===== config.mk =====
export PLATFORM = sky130hd
export DESIGN_NAME = lsu_mem_initiator
export DESIGN_NICKNAME = d
export VERILOG_FILES = /design/src/rtl/lsu_mem_initiator.sv
export SDC_FILE = /design/constraint.sdc
export NUM_CORES = 1
export LEC_CHECK = 0
export BUFFER_PORTS_ARGS = -buffer_cell sky130_fd_sc_hd__buf_2
export CAP_MARGIN = 20
export CORE_MARGIN = 4
export CORE_UTILIZATION = 36
export CTS_CLUSTER_SIZE = 24
export DETAILED_ROUTE_END_ITERATION = 7
export PLACE_DENSITY_LB_ADDON = 0.25
export SETUP_SLACK_MARGIN = 0.5
export SLEW_MARGIN = 20
export SYNTH_ARGS = -nofsm -noshare
export SYNTH_HDL_FRONTEND = slang
export SYNTH_SLANG_ARGS = --single-unit

===== constraint.sdc =====
create_clock -name clk -period 3.25 [get_ports clk]
set_input_delay 0 -clock clk [delete_from_list [all_inputs] [get_ports clk]]
set_output_delay 0 -clock clk [all_outputs]
set_load 0.02 [all_outputs]

===== src/rtl/lsu_mem_initiator.sv =====
// Load/store initiator: turns pipeline MemRead/MemWrite requests into handshaked word-aligned memory transactions.
// Define LSU_MISALIGN_TRAP_EN to reject misaligned accesses; otherwise they are rounded down and executed.
module lsu_mem_initiator #(
    parameter int DM_ADDRESS = 9,
    parameter int DATA_W     = 32
) (
    input  logic                  clk,
    input  logic                  rst_n,
    input  logic                  MemRead,
    input  logic                  MemWrite,
    input  logic [2:0]            Funct3,
    input  logic [DM_ADDRESS-1:0] a,
    input  logic [DATA_W-1:0]     wd,
    output logic [DATA_W-1:0]     rd,
    output logic                  stall,
    output logic                  done,
    output logic                  misaligned,
    output logic                  mem_req_valid,
    input  logic                  mem_req_ready,
    output logic                  mem_we,
    output logic [DM_ADDRESS-1:0] mem_addr,
    output logic [3:0]            mem_wstrb,
    output logic [DATA_W-1:0]     mem_wdata,
    input  logic                  mem_rsp_valid,
    input  logic [DATA_W-1:0]     mem_rdata
);

    typedef enum logic [1:0] {IDLE, REQ, WAIT, DONE} state_t;
    typedef enum logic [1:0] {SZ_B, SZ_H, SZ_W} size_t;

    state_t state_q, state_d;

    logic                  is_load_q;
    logic                  unsigned_q;
    size_t                 size_q;
    logic [1:0]            off_q;
    logic [DATA_W-1:0]     rd_q;
    logic                  req_valid_q;
    logic                  we_q;
    logic [DM_ADDRESS-1:0] addr_q;
    logic [3:0]            wstrb_q;
    logic [DATA_W-1:0]     wdata_q;
`ifdef LSU_MISALIGN_TRAP_EN
    logic                  mis_q;
`endif

    logic                  op_req;
    size_t                 size_n;
    logic                  mis_n;
    logic                  trap_n;
    logic [1:0]            off_n;
    logic [3:0]            strb_n;
    logic [DATA_W-1:0]     wdata_n;
    logic [DATA_W-1:0]     shifted;
    logic [DATA_W-1:0]     load_n;

    // Decode the incoming request; loads and stores map unknown Funct3 codes to a full word.
    always_comb begin
        op_req = MemRead | MemWrite;
        size_n = SZ_W;
        if (MemRead) begin
            case (Funct3)
                3'b000, 3'b100: size_n = SZ_B;
                3'b001, 3'b101: size_n = SZ_H;
                default:        size_n = SZ_W;
            endcase
        end else begin
            case (Funct3)
                3'b000:  size_n = SZ_B;
                3'b001:  size_n = SZ_H;
                default: size_n = SZ_W;
            endcase
        end
        mis_n = ((size_n == SZ_H) && a[0]) || ((size_n == SZ_W) && (a[1:0] != 2'b00));
        off_n = a[1:0];
        if (size_n == SZ_W) off_n = 2'b00;
        if (size_n == SZ_H) off_n[0] = 1'b0;
        case (size_n)
            SZ_B:    strb_n = 4'b0001 << off_n;
            SZ_H:    strb_n = 4'b0011 << off_n;
            default: strb_n = 4'b1111;
        endcase
        wdata_n = wd << {off_n, 3'b000};
        if (MemRead) begin
            strb_n  = 4'b0000;
            wdata_n = '0;
        end
    end

`ifdef LSU_MISALIGN_TRAP_EN
    assign trap_n = mis_n;
`else
    assign trap_n = 1'b0;
`endif

    // Word accesses always have off_q == 0, so the shifted word is the raw word.
    always_comb begin
        shifted = mem_rdata >> {off_q, 3'b000};
        case (size_q)
            SZ_B:    load_n = unsigned_q ? {{(DATA_W-8){1'b0}}, shifted[7:0]}
                                         : {{(DATA_W-8){shifted[7]}}, shifted[7:0]};
            SZ_H:    load_n = unsigned_q ? {{(DATA_W-16){1'b0}}, shifted[15:0]}
                                         : {{(DATA_W-16){shifted[15]}}, shifted[15:0]};
            default: load_n = shifted;
        endcase
    end

    always_ff @(posedge clk or negedge rst_n) begin
        if (!rst_n) state_q <= IDLE;
        else        state_q <= state_d;
    end

    always_comb begin
        state_d = state_q;
        done    = 1'b0;
        stall   = 1'b0;
        case (state_q)
            IDLE: begin
                stall = op_req;
                if (op_req) state_d = trap_n ? DONE : REQ;
            end
            REQ: begin
                stall = 1'b1;
                if (mem_req_ready) state_d = is_load_q ? WAIT : DONE;
            end
            WAIT: begin
                stall = 1'b1;
                if (mem_rsp_valid) state_d = DONE;
            end
            DONE: begin
                done    = 1'b1;
                state_d = IDLE;
            end
            default: state_d = IDLE;
        endcase
        stall = stall & rst_n;
    end

    // Request fields are captured once on acceptance and held until the handshake.
    always_ff @(posedge clk or negedge rst_n) begin
        if (!rst_n) begin
            is_load_q   <= 1'b0;
            unsigned_q  <= 1'b0;
            size_q      <= SZ_W;
            off_q       <= 2'b00;
            rd_q        <= '0;
            req_valid_q <= 1'b0;
            we_q        <= 1'b0;
            addr_q      <= '0;
            wstrb_q     <= 4'b0000;
            wdata_q     <= '0;
`ifdef LSU_MISALIGN_TRAP_EN
            mis_q       <= 1'b0;
`endif
        end else begin
            req_valid_q <= (state_d == REQ);
            if (state_q == IDLE && op_req) begin
                is_load_q  <= MemRead;
                unsigned_q <= Funct3[2];
                size_q     <= size_n;
                off_q      <= off_n;
`ifdef LSU_MISALIGN_TRAP_EN
                mis_q      <= trap_n;
`endif
                if (!trap_n) begin
                    we_q    <= ~MemRead;
                    addr_q  <= {a[DM_ADDRESS-1:2], 2'b00};
                    wstrb_q <= strb_n;
                    wdata_q <= wdata_n;
                end
            end
            if (state_q == WAIT && mem_rsp_valid) rd_q <= load_n;
        end
    end

`ifdef LSU_MISALIGN_TRAP_EN
    assign misaligned = done & mis_q;
`else
    assign misaligned = 1'b0;
`endif

    assign rd            = rd_q;
    assign mem_req_valid = req_valid_q;
    assign mem_we        = we_q;
    assign mem_addr      = addr_q;
    assign mem_wstrb     = wstrb_q;
    assign mem_wdata     = wdata_q;

endmodule


# Word level (Yosys, flattened, before mapping)
# Cells that the tools add are included.
dict set report op_classes {
  eq_ne 10
  shift 4
  muxes 18
  n_bitwise 3
  reduce_logical 9
}
# op count
set ops {}
lappend ops {{$mux 32} 3}
lappend ops {{$pmux 32 s2} 1}
lappend ops {{$shl 32x5->32} 1}
lappend ops {{$shr 32x5->32} 1}
lappend ops {{$mux 2} 5}
lappend ops {{$eq 2x1->1 const B} 4}
lappend ops {{$pmux 2 s2} 2}
lappend ops {{$pmux 2 s4} 1}
lappend ops {{$pmux 4 s2} 1}
lappend ops {{$eq 2x2->1 const B} 3}
lappend ops {{$eq 3x3->1 const B} 2}
lappend ops {{$logic_not 2->1} 3}
lappend ops {{$reduce_or 2->1} 3}
lappend ops {{$mux 4} 1}
lappend ops {{$shl 1x2->4 const A} 1}
lappend ops {{$shl 2x2->4 const A} 1}
lappend ops {{$eq 3x1->1 const B} 1}
lappend ops {{$logic_not 3->1} 1}
lappend ops {{$mux 1} 3}
lappend ops {{$logic_and 1x1->1} 2}
lappend ops {{$pmux 1 s2} 1}
lappend ops {{$and 1x1->1} 1}
lappend ops {{$not 1->1} 1}
lappend ops {{$or 1x1->1} 1}
dict set report totals {
  register_bits 85
  input_bits 82
  out_inout_bits 82
  word_cells 55
}

# Logic depth before layout (Yosys ltp)
# Gate-level depths: netlist of run 1.
dict set report logic_depth {
  depth_word 10
  depth_mapped 7
  depth_no_buf 6
}

# Worst setup path before layout of run 1
# No wires, ideal clock.
dict set report synth_timing {
  path_kind {register to register}
  startpoint {register state_q[0]}
  endpoint {register rd_q[31], in the netlist rd[31]}
  setup_time_ps 64
  arrival_ps 1692
  required_time_ps 3186
  slack_ps 1494
  path_stages_with_launch 8
  period_less_slack_ps 1756
  cell_sequence {dfrtp_1 inv_1 ha_1 nand2_1 nor3b_2 nor2b_1 buf_2 a221o_2}
}
dict set report synth_between {
  elab_chain_len 2
}
# element line
set synth_rtl {}
lappend synth_rtl {{start, declared} 31} ;# state_t state_q, state_d;
lappend synth_rtl {{start signal, assigned} 110} ;# else state_q <= state_d;
lappend synth_rtl {{$eq 2x2->1} 172} ;# if (state_q == WAIT && mem_rsp_valid) rd_q <= load_n;
lappend synth_rtl {{$logic_and 1x1->1} 172}
lappend synth_rtl {{end signal, assigned} 172}
lappend synth_rtl {{end, declared} 37} ;# logic [DATA_W-1:0] rd_q;
# No other way between the ends.
# A chain may end at the register's enable or synchronous reset.

# Final worst setup path of run 1
dict set report layout_timing {
  startpoint {register state_q[0]}
  endpoint {register wdata_q[3], in the netlist mem_wdata[3]}
}
dict set report layout_between {
  elab_chain_len 2
}
# element line
set layout_rtl {}
lappend layout_rtl {{$logic_not 2->1} 157} ;# if (state_q == IDLE && op_req) begin
lappend layout_rtl {{$logic_and 1x1->1} 157}
lappend layout_rtl {{end signal, assigned} 169} ;# wdata_q <= wdata_n;
lappend layout_rtl {{end, declared} 42} ;# logic [DATA_W-1:0] wdata_q;
# No other way between the ends.

==> flow_summary.yaml, run 1 <==
synthesis:
  synth_area_um2: 4220
  synthCells: 392
  yosys.area_share.adder: 0.0148
  synth_xor_area_frac: 0
  synth_top_area_cell: "dfrtp_1"
  yosysSeqAreaShare: 0.504
  synth_edf_count: 0
  syn_area_per_cell_um2: 10.8
  muxShareOfSynthArea: 0.127
  ys.flop_type: "dfrtp_1"
  synth_top_family_by_area: "compound AO/OA/AOI/OAI gates"
  yosys.area_share.simple: 0.112
  synth_compound_area_frac: 0.196
  yosysWarningCount: 0
  synth_area_leaders: "dfrtp_1, mux2i_1, nand2_1"
  synth-async-reset-ratio: 1.00
  synth_cell_types: 45
  yosysTopAreaCellShare: 0.498
  synth-seq-cells: 85
floorplan:
  start_util: 0.368
  die_h_um: 116
  ioPinCount: 164
  chipWidth_um: 116
  fp.coreArea_um2: 11500
  rows: 39
  dieArea_um2: 13500
sta:
  fin_setup_tns_ns: 0
  setup_viol: 0
  finClkSkew_ns: 0.00575
  drv_slew: 0
  relSlewSlack: 0.461
  fin_ws_ns: 0.905
  min_period_ns: 2.34
  worst_pin_slew_ns: 0.808
  grt_setup_unrepaired: "false"
  fin_crit_sh: 0.721
  clock.fmax_ghz: 0.427
  finalHoldViolations: 0
layout:
  drive_gt1_frac: 0.352
  nets: 675
  final_common_cell: "buf_2"
  final_cell_mix: "buf_2, dfrtp_1, nand2_1"
  diodes: 0
  nFillCells: 1040
  syn_to_final_growth_pct: 39.7
route:
  drcViolationCount: 0
  drtIter0Drc: 312
  ant_nets: 0
  wl_mm: 12.7
  dr_total_vias: 3825
  drt-pass1-iter-count: 5
  wl_per_cell_um: 17.2
  via_per_inst: 5.20
setup_path:
  crit_arrival_ns: 2.61
  timing.rr.end: "mem_wdata[3]$_DFFE_PN0P_"
  crit_required_ns: 3.52
  endpoint: "mem_wdata[3]$_DFFE_PN0P_"
  reg2reg_from: "state_q[0]$_DFF_PN0_"
  crit_fanout: 26
  critPathKind: "reg2reg"
  setup.worst_path.end_class: "flip-flop"
  cp-startpoint: "state_q[0]$_DFF_PN0_"
  startpoint_type: "flip-flop"
  r2r_slack_ns: 0.91
  rr_worst_depth: 6
clock_tree:
  cts_inserted_buffers: 9
  clockRootBuffer: "clkbuf_16"
  clk_latency_ns: 0.33
  cts_max_level: 3
  cts_tree: "yes"
  cts_buffer_depth: 2
  cts.sinks: 85
  cts.clk_slew.worst_paths_ns: 0.06
  cts_resized: 0
placement:
  io_buffer_count: 160
  hpwl_mm: 9.21
  place_ws_ns: 0.946
  globalplace.congestion: 0.868
power:
  p_leak_uw: 0.00286
  power_density_nw_per_um2: 884
  irDropWorstVdd_v: 0.000393
global_routing:
  grt_pass1_vias: 3955
  gr-usage-all-layers: 0.190
  antenna_found_initial: 0
  grt_pass1_wl_mm: 20.3
  grt_start_max_net_pins: 58
  grt-ovfl-total: 0
run:
  drv_cap: 0
status:
  status: "finished clean"
min_path:
  holdCritPathClass: "in2reg"
## critical path: stages, from the launching register on
cell and delay, ns:
dfrtp_1 0.40, inv_1 0.15, ha_1 0.39, nand2_1 0.15, a211o_1 0.60, nor2_2 0.39, a22o_1 0.18
## area by class of cell
type / instances / area [um2] / share of cell area
tap: 143 / 179 / 0.0303
sequential: 85 / 2130 / 0.361
clock buffer: 10 / 239 / 0.0405
inverter: 4 / 15.0 / 0.00255
clock inverter: 6 / 61.3 / 0.0104
timing repair buffer: 213 / 1340 / 0.228
multi-input combinational: 275 / 1930 / 0.327
## what timing repair did
item | CTS | global route
buffers inserted | 0 | 0
hold endpoints to repair | 95 | 0
hold buffers | 48 | 0
## report_power, final
group | internal [uW] | switching (uW) | total [uW]
logic | 915 | 1420 | 2330
clock network | 615 | 418 | 1030
registers | 1530 | 316 | 1840
total | 3060 | 2150 | 5210
## cells by family after synthesis
group,Yosys count
compound gates,110
fa+ha+maj,5
buf+inv,34
flops,85
mux,51
other cells,1
simple gates,106
## cells in the mapped netlist, drive strengths merged, types with 2 or more instances
| cell type | count |
|---|---|
| clkbuf | 10 |
| dfrtp | 84 |
| nand2 | 65 |
| o31a | 2 |
| nor3b | 2 |
| buf | 20 |
| o21ai | 28 |
| a22oi | 9 |
| a21oi | 18 |
| nor2 | 24 |
| mux2 | 9 |
| mux2i | 41 |
| inv | 4 |
| or2 | 3 |
| nand2b | 2 |
| o2bb2ai | 8 |
| a221o | 16 |
| o221ai | 9 |
| a22o | 11 |
| o311ai | 2 |
| nor2b | 3 |
| or3 | 2 |
| ha | 5 |
## how the worst min path moves through the flow
stage                     cells past startpoint                        end  startpoint
after floorplan                               0      is_load_q$_DFFE_PN0P_       rst_n
after global routing                          3  mem_wdata[26]$_DFFE_PN0P_      wd[18]
final                                         3   mem_wdata[9]$_DFFE_PN0P_       wd[9]
after CTS                                     3  mem_wdata[26]$_DFFE_PN0P_      wd[18]
after global placement                        1          rd[9]$_DFFE_PN0P_       rst_n
after detailed placement                      1          rd[9]$_DFFE_PN0P_       rst_n
## metrics by stage
step | utilization | total power, uW | hold slack [ns] | std cells | instance area (um2)
3_5_place_dp | 0.446 | 4170 | 0.122 | 672 | 5110
2_1_floorplan | - | 3330 | -0.296 | 394 | 4230
4_1_cts | 0.514 | 5270 | 0.00392 | 736 | 5890
6_report | 0.514 | 5210 | 0.00709 | 736 | 5900
5_1_grt | 0.514 | 5590 | 0.0210 | 736 | 5900
3_3_place_gp | 0.444 | 4090 | 0.110 | 671 | 5090
## layer usage
metal | up-vias | global-route usage | part of all wire
met2 | 162 | 0.310 | 0.47
met5 | - | 0 | 0
met3 | 16 | 0.0518 | 0.080
li1 | 1820 | - | -
met1 | 1827 | 0.246 | 0.44
met4 | 0 | 0.0596 | 0.013
## sequential cells by signal, summed over array words and instances (netlist names), 2 cells and up
register / count
mem_wstrb: 4
off_q: 2
size_q: 2
mem_addr: 7
state_q: 2
mem_wdata: 32
rd: 32
Note: power is estimated with default switching activity, not from simulation.
==> run 2, diff against run 1 <==
==> constraint.sdc (replaced) <==
create_clock -name clk -period 2.4 [get_ports clk]
set_input_delay 0 -clock clk [delete_from_list [all_inputs] [get_ports clk]]
set_output_delay 0 -clock clk [all_outputs]
set_load 0.02 [all_outputs]
==> run 2 against run 1 <==
Effect of this change:
- the run now ends with negative hold slack left
- critical path depth stayed put
- non-clock buffer count rose by 7
- sequential share of layout area shrank 0.54 points
- first-iteration DRC count decreased by 30%
- clock skew rose by 0.0011 ns
- setup slack worse by 0.31 ns
- maximum frequency grew 30%
- sequential power is 35% higher
- combinational power rose by 39%
==> flow_summary.yaml, run 2 (same netlist as run 1, synthesis figures left out) <==
floorplan:
  fp.coreArea_um2: 11500
  start_util: 0.368
  chipWidth_um: 116
  rows: 39
  die_h_um: 116
  ioPinCount: 164
  dieArea_um2: 13500
sta:
  setup_viol: 0
  finalHoldViolations: 1
  whs_ns: -0.0119
  clock.fmax_ghz: 0.555
  grt_setup_unrepaired: "true"
  fin_setup_tns_ns: 0
  fin_crit_sh: 0.750
  drv_slew: 0
  relSlewSlack: 0.579
  min_period_ns: 1.80
  finClkSkew_ns: 0.00689
  worst_pin_slew_ns: 0.630
layout:
  drive_gt1_frac: 0.367
  seq_area_um2: 2130
  diodes: 0
  final_common_cell: "buf_2"
  stdcell_count: 743
  syn_to_final_growth_pct: 41.9
  multi_input_area_um2: 1960
  nFillCells: 1031
  nets: 682
  final_cell_mix: "buf_2, dfrtp_1, nand2_1"
  finish.instance_area_um2: 5990
route:
  ant_nets: 0
  drtIter0Drc: 217
  via_per_inst: 5.22
  wl_mm: 12.7
  dr_total_vias: 3881
  wl_per_cell_um: 17.1
  drt-pass1-iter-count: 4
  drcViolationCount: 0
global_routing:
  gr-usage-all-layers: 0.185
  grt-ovfl-total: 0
  grt_pass1_wl_mm: 19.7
  antenna_found_initial: 0
  grt_start_max_net_pins: 48
  grt_pass1_vias: 3986
clock_tree:
  cts.sinks: 85
  cts_tree: "yes"
  cts.clk_slew.worst_paths_ns: 0.07
  clockRootBuffer: "clkbuf_16"
  clk_latency_ns: 0.33
  cts_inserted_buffers: 9
  cts_buffer_depth: 2
  cts_max_level: 3
status:
  status: "finished, violations left"
  violations: "negative hold slack"
setup_path:
  startpoint_type: "flip-flop"
  critPathKind: "reg2reg"
  crit_arrival_ns: 2.05
  crit_fanout: 18
  crit_required_ns: 2.65
  setup.worst_path.end_class: "flip-flop"
power:
  p_leak_uw: 0.00289
  power_density_nw_per_um2: 1200
  irDropWorstVdd_v: 0.000649
min_path:
  holdCritPathClass: "in2reg"
placement:
  place_area_um2: 5120
  globalplace.congestion: 0.892
  post-place-cells: 676
  hpwl_mm: 9.40
  io_buffer_count: 160
run:
  drv_cap: 0
-- run 2: changes by cell type in the layout (fill, tap and decap cells not counted), sizes merged --
| cell | change |
|---|---|
| inv | +3 |
| clkinv | -2 |
| dlygate4sd3 | +2 |
| clkbuf | -1 |
| buf | +5 |
-- run 2: layout make-up --
cell class | count | area share
multi-input cells | 275 | 0.327
inverters | 4 | 0.00251
well taps | 143 | 0.0299
clock buffers | 9 | 0.0376
flip-flops and latches | 85 | 0.356
clock inverters | 7 | 0.0134
repair buffers | 220 | 0.234
-- run 2: final timing paths --
check                                              from                   endpoint  slack (ns)  cells past startpoint
max in group asynchronous                         rst_n    mem_addr[8]$_DFFE_PN0P_        1.55                      3
worst max register to register     state_q[1]$_DFF_PN0_  mem_wdata[15]$_DFFE_PN0P_        0.60                      6
worst min-delay path                             wd[31]  mem_wdata[31]$_DFFE_PN0P_       -0.01                      3
worst min register to register  mem_addr[5]$_DFFE_PN0P_    mem_addr[5]$_DFFE_PN0P_        0.47                      2
worst max-delay path               state_q[1]$_DFF_PN0_  mem_wdata[15]$_DFFE_PN0P_        0.60                      6
min in group asynchronous                         rst_n    mem_addr[7]$_DFFE_PN0P_        0.13                      2
-- run 2: where the power goes --
part           total, uW  switching (uW)  internal, uW
logic               3250            1960          1290
clock network       1430             608           823
registers           2480             408          2070
total               7160            2980          4180
-- run 2: per-layer routing --
layer	wire, um	global-route usage	vias to the layer above	share of wire
met5	0	0	-	0
met4	206	0.0534	0	0.016
met3	1080	0.0565	18	0.085
met2	5900	0.300	163	0.47
met1	5500	0.241	1862	0.43
li1	-	-	1838	-
-- run 2: timing repair --
item	in CTS	in global routing
setup buffers	0	0
setup endpoints to repair	41	44
hold endpoints to repair	66	0
hold buffers	50	0
pin swaps	0	1
gates resized for setup	4	5
-- run 2: stage by stage --
stage               utilization  worst slack [ns]  power, uW
floorplan                     -             0.644       4510
global placement          0.447             0.433       5560
detailed placement        0.447             0.367       5630
CTS                       0.519             0.508       7180
global route              0.522             0.491       7630
finish                    0.522             0.600       7160
-- run 2: critical path, cell delays in order (launching register included) --
cell and delay, ns:
dfrtp_1 0.40, inv_1 0.15, ha_4 0.22, nand2_1 0.10
a211o_2 0.41, buf_4 0.23, o21ai_0 0.20
